--- src/rtl/count_dispatcher.sv ---
// Request FIFO in front of the 6-bit down-counter: pops one count at a time and
// issues it as a single-cycle load only when the counter reports done.
module count_dispatcher #(
    parameter int DATA_W = 6,
    parameter int DEPTH  = 4,
    parameter int ADDR_W = 2,
    parameter int HOLD   = 2
) (
    input  logic              clk,
    input  logic              rst,
    input  logic              req_valid,
    input  logic [DATA_W-1:0] req_count,
    output logic              req_ready,
    input  logic              flush,
    output logic [DATA_W-1:0] cnt_din,
    output logic              cnt_ena,
    input  logic              cnt_oflag,
    output logic              done_pulse,
    output logic              busy,
    output logic [ADDR_W:0]   pending
);

    localparam int HW = (HOLD > 1) ? $clog2(HOLD) : 1;

    typedef enum logic [1:0] {S_IDLE, S_LOAD, S_HOLD, S_RUN} state_t;

    state_t              state;
    logic [HW-1:0]       hold_cnt;
    logic [DATA_W-1:0]   mem [DEPTH];
    logic [ADDR_W-1:0]   wr_ptr, rd_ptr;
    logic [ADDR_W:0]     count;
    logic                full, empty, push, pop;
    logic [DATA_W-1:0]   head;

    assign full      = (count == (ADDR_W+1)'(DEPTH));
    assign empty     = (count == '0);
    assign head      = mem[rd_ptr];
    assign req_ready = !full && !rst;
    assign pending   = count;
    assign busy      = (state != S_IDLE) || !empty;

    // flush wins over both sides of the FIFO, including the FSM's pop
    assign push = req_valid && req_ready && !flush;
    assign pop  = (state == S_IDLE) && !empty && cnt_oflag && !flush;

    always_ff @(posedge clk) begin
        if (push)
            mem[wr_ptr] <= req_count;
    end

    always_ff @(posedge clk) begin
        if (rst) begin
            wr_ptr <= '0;
            rd_ptr <= '0;
            count  <= '0;
        end else if (flush) begin
            wr_ptr <= '0;
            rd_ptr <= '0;
            count  <= '0;
        end else begin
            if (push)
                wr_ptr <= wr_ptr + ADDR_W'(1);
            if (pop)
                rd_ptr <= rd_ptr + ADDR_W'(1);
            count <= count + (ADDR_W+1)'(push) - (ADDR_W+1)'(pop);
        end
    end

    // After a load, cnt_oflag still shows the old "done" for a few cycles,
    // so HOLD masks it before RUN starts watching for completion.
    always_ff @(posedge clk) begin
        if (rst) begin
            state      <= S_IDLE;
            hold_cnt   <= '0;
            cnt_ena    <= 1'b0;
            cnt_din    <= '0;
            done_pulse <= 1'b0;
        end else begin
            done_pulse <= 1'b0;
            case (state)
                S_IDLE: begin
                    if (pop) begin
                        if (head == '0) begin
                            done_pulse <= 1'b1;
                        end else begin
                            cnt_din <= head;
                            cnt_ena <= 1'b1;
                            state   <= S_LOAD;
                        end
                    end
                end
                S_LOAD: begin
                    cnt_ena  <= 1'b0;
                    hold_cnt <= HW'(HOLD - 1);
                    state    <= S_HOLD;
                end
                S_HOLD: begin
                    if (hold_cnt == '0)
                        state <= S_RUN;
                    else
                        hold_cnt <= hold_cnt - HW'(1);
                end
                S_RUN: begin
                    if (cnt_oflag) begin
                        done_pulse <= 1'b1;
                        state      <= S_IDLE;
                    end
                end
                default: state <= S_IDLE;
            endcase
        end
    end

endmodule

--- config.mk ---
export PLATFORM = sky130hd
export DESIGN_NAME = count_dispatcher
export DESIGN_NICKNAME = d
export VERILOG_FILES = /design/src/rtl/count_dispatcher.sv
export SDC_FILE = /design/constraint.sdc
export NUM_CORES = 1
export LEC_CHECK = 0
export CAP_MARGIN = 5
export CORE_ASPECT_RATIO = 1.1
export CORE_UTILIZATION = 50
export DETAILED_ROUTE_END_ITERATION = 6
export PLACE_DENSITY = 0.84
export SYNTH_ARGS = -nofsm -noshare
export SYNTH_HDL_FRONTEND = slang
export SYNTH_SLANG_ARGS = --single-unit
export TNS_END_PERCENT = 20
--- constraint.sdc ---
create_clock -name clk -period 5.8 [get_ports clk]
set_clock_uncertainty 0.15 [all_clocks]
set_input_delay 1.16 -clock clk [delete_from_list [all_inputs] [get_ports clk]]
set_output_delay 1.16 -clock clk [all_outputs]
set_load 0.01 [all_outputs]
==> out/summary.txt <==
Fraction of layout cells with a size suffix above 1: 8.14%
CTS Buf Count: 5
Comb power frac: 11.8%
Design Area, Final: 2290 um2
Post-CTS sizing: 0
Vias in the first global route: 1155
Clk_lat worst skew: 300 ps
DIE AREA: 4060 um2
H-tree Lvls: 2
P_sw: 149 uW
DP Area: 2180 um2
Starting Density: 52.1%
First-pass GRT wire length: 5330 um
Sequential cell area: 1120 um2
Area growth syn-to-layout: 20.0%
Net Sw Frac: 23.0%
Hold Slack: 316 ps
FP Rows: 23
Grt ovf: 0
Core Area: 3650 um2
R2R depth: 11
Clock-pin slew on the worst setup and hold paths: 80 ps
Final Setup Violations: 0
Crit path kind: in -> out
Most frequent cells in the layout: edfxtp_1 (24), clkdlybuf4s50_1 (23), dfxtp_1 (20)
Port bufs: 23
Initial DRT Pass Iterations: 4
Rel. slew slack: 63.5%
Max FO, Critical Path: 7
Setup bufs post-CTS: 0
Register area share after synthesis: 58.8%
Routability congestion estimate: 0.860
Worst-margin pin slew: 548 ps
Syn. warnings: 0
Final WL: 3440 um
Status: complete, no violations
Post-Syn Area: 1910 um2
Setup_tns: 0 ps
Worst hold path type: reg -> reg
Multi-input gate area: 728 um2
Hpwl dp: 2510 um
Power Density: 283 nW/um2
Initial DRC count: 43
Asr flop ratio synth: 0%
Critical Path Sink Type: output pin
DRC viols: 0
WP data required: 4490 ps
Placed cell count: 214
Flops & latches, synth: 44
Clock Power Share: 35.1%
Crit path DAT: 2440 ps
Int Pwr: 498 uW
Die extent in x: 60.9 um
Endpoints failing hold: 0
Via Count: 1185
CTS tree: done
Die Ht: 66.7 um
Final cell count without fillers: 222
DR WL/cell: 15.5 um
Lkg Pwr: 0.000796 uW
N_diodes: 0
Post-DRT Antenna Nets: 0
Worst Setup Start Kind: input port
Most common cell after layout, fill and taps aside: edfxtp_1
Fill count: 283
Boundary Pins: 24
Root Driver: clkbuf_8
Clk sinks: 44
Top_reg_cell synth: edfxtp_1
Seq pwr share: 53.0%
Nets: 193
RSZ-0062 raised after global routing: no
Max-cap violations: 0
Syn_area_per_cell: 13.2 um2
Tmin final: 3750 ps
Antenna violations before repair: 0
CTS max path bufs: 2
EDFF count, synth: 24
Mapped Cells: 144
GR Util All Layers: 18.8%
Fmax: 267 MHz
Yosys cell types: 32
Final worst path period share: 64.6%
Via/cell ratio: 5.34
Fin. max-slew vios: 0
Largest net degree at the start of global routing: 16
Maximum VDD drop: 0.000136 V
Cts hold-fix bufs: 0
Syn Nets: 166
Hold depth: 2
==> synthesized netlist by cell type (2+ instances only) <==
cell      instances  area, um2
a211oi_1          2       15.0
a21oi_1           2       10.0
and2_1            5       31.3
clkbuf_1          2       7.51
dfxtp_1          20        400
edfxtp_1         24        721
ha_1             10        125
inv_1            10       37.5
mux2i_1           6       60.1
mux4_1            3       78.8
mux4_2            3       67.6
nand2_1          13       48.8
nand3_1           3       15.0
nor2_1           16       60.1
o21ai_0           4       20.0
xnor2_1           4       35.0
xor2_1            2       17.5
==> metrics by stage <==
step	setup WS, ps	total power, uW	util, %
2_1_floorplan	2620	396	-
3_3_place_gp	2070	421	59.6
3_5_place_dp	2000	427	59.6
4_1_cts	2060	649	62.5
5_1_grt	2030	666	62.5
6_report	2050	648	62.5
==> path summary, 6_finish.rpt <==
| check | end | slack [ps] | startpoint |
|---|---|---|---|
| setup reg to reg | pending[2] | 3200 | state[1] |
| hold reg to reg | cnt_din[4] | 320 | cnt_din[4] |
| setup / recovery | req_ready | 2050 | rst |
| hold / removal | cnt_din[4] | 320 | cnt_din[4] |
==> per-layer routing <==
metal,vias up,track usage [%],share of wire (%)
li1,566,-,-
met2,31,34.5,55
met4,0,7.10,1.5
met3,7,5.24,4.0
met1,581,19.8,39
met5,-,0,0
==> power by group through the flow <==
stage	Combinational, uW	Sequential (uW)	Clock, uW
2_1_floorplan	46.7	349	0
6_report	76.7	343	227
3_5_place_dp	75.7	351	0
4_1_cts	76.3	344	229
3_3_place_gp	71.1	350	0
5_1_grt	82.7	345	239
==> cells by family (layout without fill, tap and decap cells) <==
group | after synthesis | in the layout | share of synthesized area (%)
buf+inv | 13 | 41 | 2.96
fa+ha+maj | 11 | 11 | 7.62
flops | 44 | 44 | 58.8
simple gates | 44 | 44 | 11.4
compound gates | 14 | 14 | 5.58
mux | 12 | 12 | 10.8
xor+xnor | 6 | 6 | 2.76
==> worst max-delay path, stage by stage <==
cell             delay (ps)
clkdlybuf4s50_1         540
a21oi_1                 180
clkdlybuf4s50_1         550
==> cell type report <==
cell class                      instances  share of cell area, %
Sequential cell                        44                   49.0
Multi-Input combinational cell         87                   31.9
Timing Repair Buffer                   23                   10.1
Clock buffer                            5                   3.01
Tap cell                               50                   2.74
Clock inverter                          3                   1.64
Inverter                               10                   1.64
==> flip-flops by register name, summed over array words and instances, names as in the netlist, named ones only <==
register,flops
mem,24
cnt_ena,1
done_pulse,1
wr_ptr,2
state,2
cnt_din,6
pending,3
hold_cnt,1
rd_ptr,2
Power figures use the tool's default switching activity.
